<file path="src/rtl/spi_pkg.sv">
// Shared definitions for the register-access SPI link: frame layout,
// FSM state encodings and the frame builder used by both link ends.
package spi_pkg;

    localparam int FRAME_BITS = 16;
    localparam int ADDR_W     = 4;
    localparam int DATA_W     = 8;
    localparam int RW_BIT     = 15;
    localparam int ADDR_LSB   = 8;

    typedef logic [2:0] state_t;

    localparam state_t ST_IDLE  = 3'd0;
    localparam state_t ST_SETUP = 3'd1;
    localparam state_t ST_SHIFT = 3'd2;
    localparam state_t ST_HOLD  = 3'd3;
    localparam state_t ST_GAP   = 3'd4;

    // Reads carry zeros in the data field so the slave sees a clean frame.
    function automatic logic [FRAME_BITS-1:0] build_frame(
        input logic              rw,
        input logic [ADDR_W-1:0] addr,
        input logic [DATA_W-1:0] wdata
    );
        logic [FRAME_BITS-1:0] f;
        f = '0;
        f[RW_BIT] = rw;
        f[ADDR_LSB +: ADDR_W] = addr;
        if (rw) begin
            f[DATA_W-1:0] = wdata;
        end
        return f;
    endfunction

endpackage

</file>
<file path="src/rtl/spi_clk_div.sv">
// Half-period tick generator: tick is high on the last cycle of each
// CLK_DIV-cycle window; clear restarts the window.
module spi_clk_div #(
    parameter int CLK_DIV = 4
) (
    input  logic clk,
    input  logic rst_n,
    input  logic clear,
    output logic tick
);

    localparam int CW = (CLK_DIV > 1) ? $clog2(CLK_DIV) : 1;
    localparam logic [CW-1:0] LAST = CW'(CLK_DIV - 1);

    logic [CW-1:0] cnt;

    always_ff @(posedge clk) begin
        if (!rst_n) begin
            cnt <= '0;
        end else if (clear || cnt == LAST) begin
            cnt <= '0;
        end else begin
            cnt <= cnt + 1'b1;
        end
    end

    assign tick = (cnt == LAST);

endmodule

</file>
<file path="src/rtl/spi_master.sv">
// SPI mode-0 initiator: one register request becomes one 16-bit frame.
// The FSM runs one cycle ahead of a registered output stage that drives the pins.
module spi_master
    import spi_pkg::*;
#(
    parameter int CLK_DIV = 4
) (
    input  logic              clk,
    input  logic              rst_n,
    input  logic              start,
    input  logic              rw,
    input  logic [ADDR_W-1:0] addr,
    input  logic [DATA_W-1:0] wdata,
    output logic              busy,
    output logic              done,
    output logic [DATA_W-1:0] rdata,
    output logic              spi_clk,
    output logic              spi_cs,
    output logic              spi_mosi,
    input  logic              spi_miso
);

    state_t                  state;
    logic [4:0]              bit_cnt;
    logic [FRAME_BITS-2:0]   tx;
    logic [DATA_W-1:0]       rx;
    logic                    rw_q;
    logic                    sclk_int;
    logic                    cs_int;
    logic                    mosi_int;
    logic                    busy_int;
    logic                    done_int;
    logic                    tick;
    logic                    div_clear;
    logic                    last_edge;
    logic                    accept;
    logic [FRAME_BITS-1:0]   frame;

    assign frame     = build_frame(rw, addr, wdata);
    assign last_edge = (bit_cnt == 5'd31);
    assign accept    = (state == ST_IDLE) && start && !busy;
    // Every state exit happens on a tick, so clearing there restarts the window on entry.
    assign div_clear = (state == ST_IDLE) || (tick && (state != ST_SHIFT || last_edge));

    spi_clk_div #(
        .CLK_DIV (CLK_DIV)
    ) u_div (
        .clk   (clk),
        .rst_n (rst_n),
        .clear (div_clear),
        .tick  (tick)
    );

    always_ff @(posedge clk) begin
        if (!rst_n) begin
            state    <= ST_IDLE;
            bit_cnt  <= '0;
            tx       <= '0;
            rw_q     <= 1'b0;
            sclk_int <= 1'b0;
            cs_int   <= 1'b1;
            mosi_int <= 1'b0;
            busy_int <= 1'b0;
            done_int <= 1'b0;
        end else begin
            done_int <= 1'b0;
            case (state)
                ST_IDLE: begin
                    if (accept) begin
                        tx       <= frame[FRAME_BITS-2:0];
                        mosi_int <= frame[RW_BIT];
                        rw_q     <= rw;
                        cs_int   <= 1'b0;
                        busy_int <= 1'b1;
                        bit_cnt  <= '0;
                        state    <= ST_SETUP;
                    end
                end
                ST_SETUP: begin
                    if (tick) begin
                        sclk_int <= 1'b1;
                        bit_cnt  <= 5'd1;
                        state    <= ST_SHIFT;
                    end
                end
                ST_SHIFT: begin
                    // Odd edge count means the next edge is a falling one.
                    if (tick) begin
                        bit_cnt <= bit_cnt + 5'd1;
                        if (bit_cnt[0]) begin
                            sclk_int <= 1'b0;
                            tx       <= {tx[FRAME_BITS-3:0], 1'b0};
                            if (last_edge) begin
                                mosi_int <= 1'b0;
                                state    <= ST_HOLD;
                            end else begin
                                mosi_int <= tx[FRAME_BITS-2];
                            end
                        end else begin
                            sclk_int <= 1'b1;
                        end
                    end
                end
                ST_HOLD: begin
                    if (tick) begin
                        cs_int <= 1'b1;
                        state  <= ST_GAP;
                    end
                end
                ST_GAP: begin
                    if (tick) begin
                        busy_int <= 1'b0;
                        done_int <= 1'b1;
                        state    <= ST_IDLE;
                    end
                end
                default: state <= ST_IDLE;
            endcase
        end
    end

    // MISO is sampled on the same clk edge that raises the spi_clk pin.
    always_ff @(posedge clk) begin
        if (!rst_n) begin
            spi_clk  <= 1'b0;
            spi_cs   <= 1'b1;
            spi_mosi <= 1'b0;
            busy     <= 1'b0;
            done     <= 1'b0;
            rdata    <= '0;
            rx       <= '0;
        end else begin
            spi_clk  <= sclk_int;
            spi_cs   <= cs_int;
            spi_mosi <= mosi_int;
            busy     <= busy_int;
            done     <= done_int;
            if (sclk_int && !spi_clk) begin
                rx <= {rx[DATA_W-2:0], spi_miso};
            end
            if (done_int && !rw_q) begin
                rdata <= rx;
            end
        end
    end

endmodule

</file>
<file path="config.mk">
export PLATFORM = sky130hd
export DESIGN_NAME = spi_master
export DESIGN_NICKNAME = d
export VERILOG_FILES = /design/src/rtl/spi_pkg.sv /design/src/rtl/spi_clk_div.sv /design/src/rtl/spi_master.sv
export SDC_FILE = /design/constraint.sdc
export NUM_CORES = 1
export LEC_CHECK = 0
export CORE_UTILIZATION = 54
export CTS_BUF_LIST = sky130_fd_sc_hd__clkbuf_16
export DETAILED_ROUTE_END_ITERATION = 12
export PLACE_DENSITY_LB_ADDON = 0.15
export SYNTH_ARGS = -nofsm -noshare
export SYNTH_HDL_FRONTEND = slang
export SYNTH_HIERARCHICAL = 1
export SYNTH_SLANG_ARGS = --single-unit
</file>
<file path="constraint.sdc">
create_clock -name clk -period 2 [get_ports clk]
set_input_delay 0.4 -clock clk [delete_from_list [all_inputs] [get_ports clk]]
set_output_delay 0.4 -clock clk [all_outputs]
set_load 0.01 [all_outputs]
</file>
; After elaboration in Yosys (flattened, before gate mapping)
; Cells that the tools add are included.
; Widths: inputs -> output; s select.
[word_totals]
inputBits = 17
regBits = 52
elab_cells = 92
out_inout_bits = 13
[classes]
n_bitwise = 1
n_addsub = 2
mux = 32
eq_ne = 14
n_reduce_logical = 26
[ops]
columns = operator, count
row1 = $mux 15, 3
row2 = $pmux 15 s2, 1
row3 = $mux 3, 7
row4 = $mux 5, 3
row5 = $pmux 3 s5, 1
row6 = $pmux 5 s3, 1
row7 = $ne 2x2->1 const B, 7
row8 = $mux 1, 11
row9 = $reduce_and 3->1, 3
row10 = $mux 8, 1
row11 = $pmux 1 s2, 4
row12 = $reduce_and 4->1, 2
row13 = $reduce_bool 2->1, 4
row14 = $reduce_and 7->1, 1
row15 = $eq 3x2->1 const B, 2
row16 = $add 5x1->5 const B, 1
row17 = $eq 5x5->1 const B, 1
row18 = $logic_and 1x1->1, 5
row19 = $reduce_and 2->1, 2
row20 = $eq 3x1->1 const B, 1
row21 = $eq 3x3->1 const B, 1
row22 = $logic_not 1->1, 3
row23 = $logic_not 3->1, 1
row24 = $logic_or 1x1->1, 3
row25 = other kinds (6), 6

; Depth between registers and ports, before layout
[depth]
word_depth = 6
mapped_depth = 7
ltp_nobuf = 7

; Cells and area by module
; The synthesis kept the hierarchy.
[modules_own_cells]
columns = module, seq_area_each_um2, area_per_inst_um2, n_inst, cells_each
row1 = spi_master, 1001.0, 2120.8, 1, 240
row2 = spi_clk_div, 40.0, 80.1, 1, 5

; Worst setup path before layout
; OpenSTA, ideal clock, no wires.
[synth_timing]
kind = register to register
startpoint = register bit_cnt[0]
endpoint = register state[0]
path_buffers = 0
arrival_ps = 1590
path_stages_with_launch = 8
path_slack_ps = 352
setup_time_ps = 58
required_ps = 1942
period_less_slack_ps = 1648
cell_sequence = dfxtp_1 ha_1 and3_1 ha_1 nand3_1 and3_1 a2111oi_0 o21a_1
[synth_between]
elab_chain_cells = 3
word_cells_on_any_way = 4
classes_between = eq/ne (3) / reduce/logical (1)
[synth_rtl]
columns = element, line
row1 = start: declaration, spi_master.sv:24  ; logic [4:0] bit_cnt;
row2 = start signal: assignment, spi_master.sv:89  ; bit_cnt <= bit_cnt + 5'd1;
row3 = $eq 5x5->1, spi_master.sv:40  ; assign last_edge = (bit_cnt == 5'd31);
row4 = $ne 2x2->1 (no line), --
row5 = $reduce_and 7->1 (no line) (*), --
row6 = end signal: assignment, spi_master.sv:56  ; state <= ST_IDLE;
row7 = end signal: assignment, spi_master.sv:76  ; state <= ST_SETUP;
row8 = end signal: assignment, spi_master.sv:83  ; state <= ST_SHIFT;
row9 = end: declaration, spi_master.sv:23  ; state_t state;
; Every way passes the cells marked *; elsewhere a longest branch is shown, timed or not.
; A chain may end at the register's enable or synchronous reset.

; Worst setup path after layout
[layout_timing]
startpoint = register bit_cnt[1]
endpoint = register state[0]
[layout_between]
elab_chain_cells = 3
[layout_rtl]
columns = element, line
row1 = $eq 5x5->1, spi_master.sv:40
row2 = $ne 2x2->1 (no line), --
row3 = $reduce_and 7->1 (no line), --
; Every way passes these cells.

==> impl_metrics.json <==
{
  "status": "complete, no violations",
  "wl_per_cell_um": 12.4,
  "core_sq_um": 3770,
  "end_kind": "flip-flop",
  "async_flop_share_pct": 0,
  "finalSetupViolCount": 0,
  "cts_buffers": 5,
  "die_h_um": 65.8,
  "maxCapViolations": 0,
  "grt_pass1_vias": 1540,
  "skew_ns": 0.00481,
  "num_vias": 1733,
  "area_growth_pct": 22.3,
  "viasPerCell": 5.37,
  "die_width_um": 65.8,
  "cts_buffer_depth": 2,
  "syn_area_sq_um": 2200,
  "clkSlewWorstSetupHoldPaths_ns": 0.06,
  "ioPinCount": 30,
  "antenna_found_initial": 0,
  "min-delay-start": "cs_int",
  "power_density_nw_per_um2": 789,
  "postPlaceCellArea_sq_um": 2550,
  "syn-num-nets": 265,
  "hold_ws_ns": 0.445,
  "ys.warnings.count": 6,
  "ir_worst_vdd_mv": 0.581,
  "synth.avg_cell_area_sq_um": 8.98,
  "hold_depth": 1,
  "cp.arrival_ns": 2.05,
  "antenna_cells": 0,
  "drc_errors": 0,
  "grt_pass1_wl_mm": 7.04,
  "ys_seq_elements": 52,
  "cp-start-kind": "flip-flop",
  "ff2ff_setup_slack_ns": 0.17,
  "tightest_slew_ns": 0.559,
  "die_area_sq_um": 4330,
  "overflow": 0,
  "leakagePower_nw": 1.06,
  "r2r_end": "state[0]",
  "grt_max_degree": 19,
  "critical_path_peak_fanout": 3,
  "finalInstanceArea_sq_um": 2690,
  "maxSlewHeadroom_pct": 62.7,
  "cts.sinks": 52,
  "fillers": 282,
  "worstHoldPathType": "reg2reg",
  "num_rows": 22,
  "dr.pass1.iters": 4,
  "wl_mm": 4.02,
  "grt_usage_pct": 21.2,
  "clk_latency_ns": 0.28,
  "min_period_ns": 1.83,
  "period_share_pct": 91.3,
  "rsz0062_at_grt": "no",
  "drt_iter0_drc": 108,
  "cts_setup_buffers": 0,
  "ant_nets": 0,
  "power_mw": 2.12,
  "worst-r2r-cell-count": 7,
  "cts.htree.levels": 2,
  "fmax_ghz": 0.548,
  "nets": 294,
  "hold_violations": 0,
  "synthCells": 245,
  "ys.flop_type": "dfxtp_1",
  "tritoncts": "built",
  "drive_gt1_share_pct": 9.82,
  "root_buffer": "clkbuf_16",
  "whs_endpoint": "spi_cs",
  "r2r-start": "bit_cnt[1]",
  "critPathRequiredTime_ns": 2.23,
  "ys_seq_area_share_pct": 47.3,
  "gp_congestion": 0.762,
  "start_util_pct": 58.4,
  "synth_cell_types": 44,
  "critPathKind": "reg2reg",
  "io_buffer_count": 29,
  "finalMaxSlewViolations": 0,
  "setup_tns_ns": 0,
  "synth_edf_count": 0,
  "hpwlAfterDp_mm": 2.81
}
[logic make-up after synthesis]
family	share of synthesized area, %
flops	47.3
xor+xnor	0.796
fa+ha+maj	1.71
buf+inv	4.83
simple gates	23.8
compound gates	14.3
mux	7.28
[layout make-up]
cell class | instances | area [sq um] | share of cell area, %
tap | 48 | 60.1 | 2.23
multi-input combinational | 170 | 1060 | 39.2
inverter | 5 | 18.8 | 0.697
clock buffer | 5 | 125 | 4.65
clock inverter | 3 | 17.5 | 0.651
sequential | 52 | 1040 | 38.7
timing repair buffer | 40 | 373 | 13.9
[state kept, by name, indices dropped and copies added (netlist names)]
| signal | cells |
|---|---|
| tx | 15 |
| spi_mosi | 1 |
| spi_clk | 1 |
| done | 1 |
| u_div/cnt | 2 |
| mosi_int | 1 |
| rx | 8 |
| state | 3 |
| sclk_int | 1 |
| bit_cnt | 5 |
| busy | 1 |
| rw_q | 1 |
| spi_cs | 1 |
| cs_int | 1 |
| rdata | 8 |
| busy_int | 1 |
| done_int | 1 |
[power by group]
| group | leakage (nW) | internal [mW] | switching [mW] |
|---|---|---|---|
| combinational | 0.562 | 0.105 | 0.0990 |
| clock | 0.0754 | 0.462 | 0.362 |
| sequential | 0.423 | 1.07 | 0.0206 |
| total | 1.06 | 1.64 | 0.481 |
[repair_timing]
action	in CTS	in global routing
setup endpoints to repair	0	4
resized for setup	0	1
hold buffers	0	0
[cell usage after synthesis (3+ instances only)]
cell,n,area share (%)
nand3_1,6,1.4
ha_1,3,1.7
and2_1,7,2.0
buf_1,4,0.68
nor2_1,35,6.0
buf_4,4,1.4
mux2i_1,16,7.3
a21oi_1,19,4.3
clkbuf_1,6,1.0
a211oi_1,11,3.8
nand2b_1,8,2.3
nor3_1,4,0.91
inv_1,4,0.68
nand2_1,27,4.6
dfxtp_1,52,47
buf_2,4,0.91
[per-layer routing]
layer	up-vias	wire [um]	share of wire (%)	track usage [%]
li1	899	-	-	-
met3	6	128	3.2	4.66
met2	30	1860	46	32.3
met4	0	46	1.1	8.70
met5	-	0	0	0
met1	798	1980	49	28.8
[cells in the final DEF (no fill, tap or decap), types with 4 or more instances in the layout]
master and instances:
buf_4 11, a21oi_1 19, nand2b_1 8, inv_1 5, nand3_1 6, nor3_1 4, clkbuf_16 5, nor2_1 35
and2_1 7, mux2i_1 16, clkdlybuf4s50_1 29, nand2_1 27, a211oi_1 11, dfxtp_1 52
[worst max path at each step]
stage / end / cells after the start / from
floorplan: state[0] / 7 / bit_cnt[0]
global placement: bit_cnt[2] / 5 / start
detailed placement: bit_cnt[2] / 5 / start
CTS: bit_cnt[2] / 5 / u_div/cnt[0]
global route: state[0] / 7 / bit_cnt[1]
finish: state[0] / 7 / bit_cnt[1]
[critical path: stages (launching register included)]
cell	delay, ns
dfxtp_1	0.35
ha_1	0.19
and3_1	0.16
ha_1	0.19
nand3_1	0.08
and3_1	0.18
a2111oi_0	0.46
o21a_1	0.16
[stage by stage]
stage	worst slack [ns]	std cells	util, %
3_5_place_dp	-0.104	315	67.5
3_3_place_gp	-0.0775	315	67.5
6_report	0.175	323	71.4
4_1_cts	0.104	323	71.3
2_1_floorplan	0.352	245	-
5_1_grt	0.00105	323	71.4
Power figures use the tool's default switching activity.
